[config.mk]
export PLATFORM = sky130hd
export DESIGN_NAME = fifo_dispatcher
export DESIGN_NICKNAME = d
export VERILOG_FILES = /design/src/rtl/fifo_dispatcher.sv
export SDC_FILE = /design/constraint.sdc
export NUM_CORES = 1
export LEC_CHECK = 0
export CORE_AREA = 2 2 123 125
export DETAILED_ROUTE_END_ITERATION = 10
export DIE_AREA = 0 0 125 127
export PLACE_DENSITY = 0.44
export SYNTH_ARGS = -nofsm -noshare
export SYNTH_HDL_FRONTEND = slang
export SYNTH_SLANG_ARGS = --single-unit
[constraint.sdc]
create_clock -name clk -period 2.55 [get_ports clk]
set_clock_uncertainty 0.15 [all_clocks]
set_input_delay 0.255 -clock clk [delete_from_list [all_inputs] [get_ports clk]]
set_output_delay 0.255 -clock clk [all_outputs]
set_load 0.02 [all_outputs]
[src/rtl/fifo_dispatcher.sv]
// fifo_dispatcher: steers one tagged input stream into NUM_REQS independent
// FIFOs, each drained by its own pop strobe. Protocol misuse (bad tag, pop
// while empty) is recorded in sticky flags and never disturbs FIFO state.
module fifo_dispatcher #(
    parameter int NUM_REQS = 2,
    parameter int WIDTH    = 8,
    parameter int DEPTH    = 4,
    parameter int IDW      = $clog2(NUM_REQS),
    parameter int CNTW     = $clog2(DEPTH + 1)
) (
    input  logic                       clk,
    input  logic                       rst,
    input  logic                       in_vld,
    input  logic [IDW-1:0]             in_dest,
    input  logic [WIDTH-1:0]           data_in,
    output logic                       in_rdy,
    input  logic [NUM_REQS-1:0]        pop,
    output logic [NUM_REQS*WIDTH-1:0]  flat_data_out,
    output logic [NUM_REQS-1:0]        empty,
    output logic [NUM_REQS-1:0]        full,
    output logic [NUM_REQS*CNTW-1:0]   count,
    output logic                       drop_err,
    output logic [NUM_REQS-1:0]        pop_err
);
    localparam int PW = $clog2(DEPTH);

    logic dest_ok;
    logic full_sel;
    logic drop_err_q, drop_err_d;

    // Tags at or beyond NUM_REQS name no FIFO; they are swallowed, not stalled.
    assign dest_ok = (32'(in_dest) < NUM_REQS);

    // Select the full flag of the addressed FIFO; an invalid tag selects none.
    always_comb begin
        full_sel = 1'b0;
        for (int i = 0; i < NUM_REQS; i++) begin
            if (in_dest == IDW'(i)) full_sel = full[i];
        end
    end

    assign in_rdy = ~dest_ok | ~full_sel;

    // Sticky record of any valid word carrying an out-of-range tag.
    always_comb begin
        drop_err_d = drop_err_q | (in_vld & ~dest_ok);
    end

    // Drop flag register; cleared only by reset.
    always_ff @(posedge clk) begin
        if (rst) drop_err_q <= 1'b0;
        else     drop_err_q <= drop_err_d;
    end

    assign drop_err = drop_err_q;

    for (genvar g = 0; g < NUM_REQS; g++) begin : g_fifo
        logic [WIDTH-1:0] mem_q [DEPTH];
        logic [PW-1:0]    wr_ptr_q, wr_ptr_d;
        logic [PW-1:0]    rd_ptr_q, rd_ptr_d;
        logic [CNTW-1:0]  cnt_q, cnt_d;
        logic             pop_err_q, pop_err_d;
        logic             is_full, is_empty;
        logic             do_push, do_pop;

        assign is_empty = (cnt_q == '0);
        assign is_full  = (cnt_q == CNTW'(DEPTH));

        // A full FIFO never accepts, even when it pops in the same cycle.
        assign do_push = in_vld & dest_ok & (in_dest == IDW'(g)) & ~is_full;
        assign do_pop  = pop[g] & ~is_empty;

        // Next-state for pointers, occupancy and the per-FIFO pop error.
        always_comb begin
            wr_ptr_d  = wr_ptr_q;
            rd_ptr_d  = rd_ptr_q;
            cnt_d     = cnt_q;
            pop_err_d = pop_err_q | (pop[g] & is_empty);
            if (do_push) wr_ptr_d = wr_ptr_q + 1'b1;
            if (do_pop)  rd_ptr_d = rd_ptr_q + 1'b1;
            case ({do_push, do_pop})
                2'b10:   cnt_d = cnt_q + 1'b1;
                2'b01:   cnt_d = cnt_q - 1'b1;
                default: cnt_d = cnt_q;
            endcase
        end

        // Control state; reset wins over any push or pop in the same cycle.
        always_ff @(posedge clk) begin
            if (rst) begin
                wr_ptr_q  <= '0;
                rd_ptr_q  <= '0;
                cnt_q     <= '0;
                pop_err_q <= 1'b0;
            end else begin
                wr_ptr_q  <= wr_ptr_d;
                rd_ptr_q  <= rd_ptr_d;
                cnt_q     <= cnt_d;
                pop_err_q <= pop_err_d;
            end
        end

        // Storage is not reset; only entries between the pointers are visible.
        always_ff @(posedge clk) begin
            if (!rst && do_push) mem_q[wr_ptr_q] <= data_in;
        end

        assign empty[g]                        = is_empty;
        assign full[g]                         = is_full;
        assign count[g*CNTW +: CNTW]           = cnt_q;
        assign flat_data_out[g*WIDTH +: WIDTH] = is_empty ? '0 : mem_q[rd_ptr_q];
        assign pop_err[g]                      = pop_err_q;
    end

endmodule

==> results.cfg <==
[floorplanning]
io_pins = 44
fp-row-count = 44
dieArea_mm2 = 0.0159
core-area_mm2 = 0.0144
die_h_um = 127
fp.dieW_um = 125
start_util_pct = 24.7

[placed_design]
post-dp-hpwl_um = 4660
place_congestion = 0.717
place_ws_ps = 37.5
place.port_buffers = 42

[sta]
drv_slew = 0
setup_viol_count_final = 0
tns_ps = 0
hold_viol = 0
max_freq_mhz = 407
period_share_pct = 96.4
holdWs_ps = 316
period_needed_ps = 2460
timing.final.ws_setup_ps = 90.6
rsz0062_at_grt = false

[worst_hold_path]
whs_path_depth = 2
hold_path_class = reg2reg

[cts]
cts_hold_buf = 0
clockBufferDepth = 2
cts-resized-gates = 0
htree_levels = 3
path_clk_slew_ps = 60
cts_inserted_buffers = 9
worstSkewPairLatency_ps = 330
cts_sinks = 84
cts_setup_buffers = 0
cts_root_buffer = clkbuf_16
cts_tree = done

[worst_setup_path]
crit_required_ps = 2140
worstPathMaxFanout = 8
start_kind = register
ff2ff_path_depth = 9
end_kind = primary output
path_class = reg2out
cp.arrival_ps = 2050

[logic_synthesis]
syn-num-nets = 252
synth.most_common_cell = edfxtp_1
ys_warn_count = 0
yosysTopAreaCellShare_pct = 54.0
synthCells = 226
yosys-top-cells-area = edfxtp_1, dfxtp_1, mux4_2, ha_1, nor2b_1
synthTopCellsByCount = edfxtp_1, dfxtp_1, mux4_2, nor2b_1, nor2_1
synth_cell_types = 28
async_reset_ff_share_pct = 0
syn_avg_cell_area_um2 = 15.8
synth-seq-area-share_pct = 65.2
synth_ff_type = edfxtp_1
yosys.area.top_type = edfxtp_1
synth_edf_count = 64
ys_ff_latch = 84
syn_area_mm2 = 0.00356

[global_route]
grt.overflow.total = 0
grt_pass1_wl_um = 11000
antenna_found_initial = 0
grt_max_degree = 21
grt_pass1_vias = 1988
track_usage_pct = 9.14

[layout]
area_growth_pct = 26.6
num-nets-final = 302
drive_gt1_share_pct = 17.8
diodes = 0
fin_util_pct = 31.2

[drt]
vias = 1878
via_per_inst = 4.04
drt_iter0_drc = 76
drc = 0
ant_nets = 0
first_pass_iters = 4
wl_per_cell_um = 14.5
wl_um = 6760

[flow_run]
maxCapViolations = 0

[power]
power.total_mw = 4.49
powerDensity_mw_per_mm2 = 997
p_leak_nw = 1.50
peakVddDrop_mv = 0.410

[status]
outcome = completed
==> state kept, by name, indices dropped and copies added, names as in the netlist, named ones only <==
| name | cells |
|---|---|
| g_fifo.rd_ptr_q | 4 |
| g_fifo.cnt_q | 6 |
| g_fifo.mem_q | 64 |
| g_fifo.wr_ptr_q | 4 |
| g_fifo.pop_err_q | 2 |
==> worst max-delay path: stages (launching register included) <==
cell and delay (ps):
dfxtp_1 310, buf_4 200, mux4_2 530, nor2b_1 150
clkdlybuf4s50_1 540
==> cells in the final DEF, fill, tap and decap left out, drive strengths merged, types with 5 or more instances in the layout <==
cell type and instances:
ha 10, or3 5, nor2 15, dfxtp 20
clkdlybuf4s50 42, nor2b 16, o21ai 6, inv 17
clkbuf 10, edfxtp 64, buf 12, a21oi 10
xor2 6, mux4 16, and2 8
==> metrics by stage <==
stage,cell area (µm²),cells
after floorplan,3560,226
after global placement,4210,449
after detailed placement,4210,449
after CTS,4510,465
after global routing,4510,465
final,4510,465
==> worst paths after layout <==
path / start / slack, ps / to
min: g_fifo[1].pop_err_q / 320 / g_fifo[1].pop_err_q
min reg2reg: g_fifo[1].pop_err_q / 320 / g_fifo[1].pop_err_q
max reg2reg: g_fifo[0].cnt_q[1] / 250 / g_fifo[0].cnt_q[2]
max: register / 90 / flat_data_out[1]
==> metal layers <==
metal	global-route usage, %	up-vias	wire [µm]
met3	3.39	8	296
met1	11.8	924	3090
met5	0	-	0
met4	2.55	0	81
met2	14.5	33	3300
li1	-	913	-
==> area by class of cell <==
cell class                 instances  area [µm²]
inverter                          14        52.6
clock buffer                      10         229
multi-input combinational        113        1090
fill                            1466        9920
tap                              184         230
sequential                        84        2320
clock inverter                     6        71.3
timing repair buffer              54         510
==> power by group <==
group          switching [mW]  leakage (nW)  total [mW]  internal (mW)
clock network           0.523         0.145        1.29          0.770
registers              0.0937         0.742        1.67           1.58
logic                   0.770         0.609        1.53          0.759
==> logic make-up (layout without fill, tap and decap cells) <==
| kind of cell | after synthesis | count (layout) | share of synthesized area (%) |
|---|---|---|---|
| AOI/OAI and AO/OA | 18 | 18 | 2.67 |
| xor gates and xnor gates | 6 | 6 | 1.48 |
| adders and majority gates | 12 | 12 | 4.64 |
| buffers and inverters | 29 | 84 | 4.15 |
| DFF | 84 | 84 | 65.2 |
| muxes | 19 | 19 | 11.1 |
| other | 1 | 1 | 0.105 |
| and+or+nand+nor | 57 | 57 | 10.6 |
Power figures use the tool's default switching activity.
==> RTL edit (same settings) <==
Reset style: asynchronous (`rst`), changed in 2 clocked blocks.
--- a/src/rtl/fifo_dispatcher.sv
+++ b/src/rtl/fifo_dispatcher.sv
@@ -49,3 +49,3 @@
     // Drop flag register; cleared only by reset.
-    always_ff @(posedge clk) begin
+    always_ff @(posedge clk or posedge rst) begin
         if (rst) drop_err_q <= 1'b0;
@@ -88,3 +88,3 @@
         // Control state; reset wins over any push or pop in the same cycle.
-        always_ff @(posedge clk) begin
+        always_ff @(posedge clk or posedge rst) begin
             if (rst) begin
Behaviour: differs if rst is asserted again (counterexample within 4 cycles, from zero or initial values and one cycle with rst high); with rst held inactive, the same outputs for 4 cycles.
==> RTL edit against the original RTL <==
Power up 9.9%. Wire length decreased by 5.0%. Highest routed layer unchanged. Worst setup slack better by 29 ps. Largest power group is now combinational logic. Die area stayed put. First-iteration DRC count increased by 24%. Sequential cell count fell by 4. Synthesized area fell by 2.5%. Final area decreased by 2.1%.
==> RTL edit: results (changes against the original RTL) <==
stage	metric	value	unit	change
worst_hold_path	holdCritPathClass	in2async		
power	switching_share	0.329		+0.0203
worst_setup_path	r2r-end	g_fifo[1].cnt_q[2]		
global_route	grt_use_total	0.0874		-0.00397
power	p_leak	1.70	nW	+14%
finish	multi_input_area	0.00101	mm^2	-7.2%
routing	wl_met1	2.91	mm	-5.6%
power	vdd_drop_max	0.352	mV	-14%
routing	vias	1698		-9.6%
synth	synth-xor-area-share	0.0303		+0.0155
synth	synth_compound_area_frac	0.00433		-0.0224
finish	layout.nonclk_buf_frac	0.121		+0.00780
placed_design	dp_worst_setup_slack	215	ps	+177 ps
worst_setup_path	arrival	2030	ps	-20 ps
power	seq_power_share	0.370		-0.002
global_route	first_global_vias	1871		-5.9%
finish	multi_input_gates	90		-20%
placed_design	dp.cells	421		-6.2%
routing	met3WireLength	272	um	-8.1%
worst_setup_path	endpoint	flat_data_out[13]		
outcome	outcome	complete, no violations		
synth	seq_area_frac_synth	0.669		+0.0169
finish	area_delta_synth_final	27.1	%	
global_route	grtUsageMet3	0.0335		-0.000419
synth	synthesis.area	0.00347	mm^2	-2.5%
routing	wl_per_cell	14.7	um	+1.1%
finish	nets	274		-9.3%
synth	synth_async_sr_flop_share	0.200		+0.200
routing	drt-initial-drc-count	94		+24%
global_route	grt_use_met1	0.109		-0.00970
finish	clock_buffers	9		-1
==> RTL edit: cell types whose count changed in the layout (fill, tap and decap cells not counted), moves of 4 or more <==
cell             before  now
and2_1                8    4
a21oi_1              10    0
nor2_1               15    5
and3_1                0    4
dfxtp_1              20    0
dfrtp_1               0   15
dlymetal6s2s_1        0   10
clkdlybuf4s50_1      42   31
or3_1                 5    0
xnor2_1               0    4
o21ai_0               6    0
==> RTL edit: metrics by stage <==
step | util | hold slack (ps)
2_1_floorplan | - | 18.7
3_3_place_gp | 0.286 | 293
3_5_place_dp | 0.286 | 302
6_report | 0.306 | 205
5_1_grt | 0.306 | 289
4_1_cts | 0.304 | 238
==> RTL edit: what timing repair did <==
action | CTS | global route
hold buffers | 0 | 0
gates cloned | 0 | 0
resized for setup | 1 | 11
setup endpoints to repair | 1 | 11
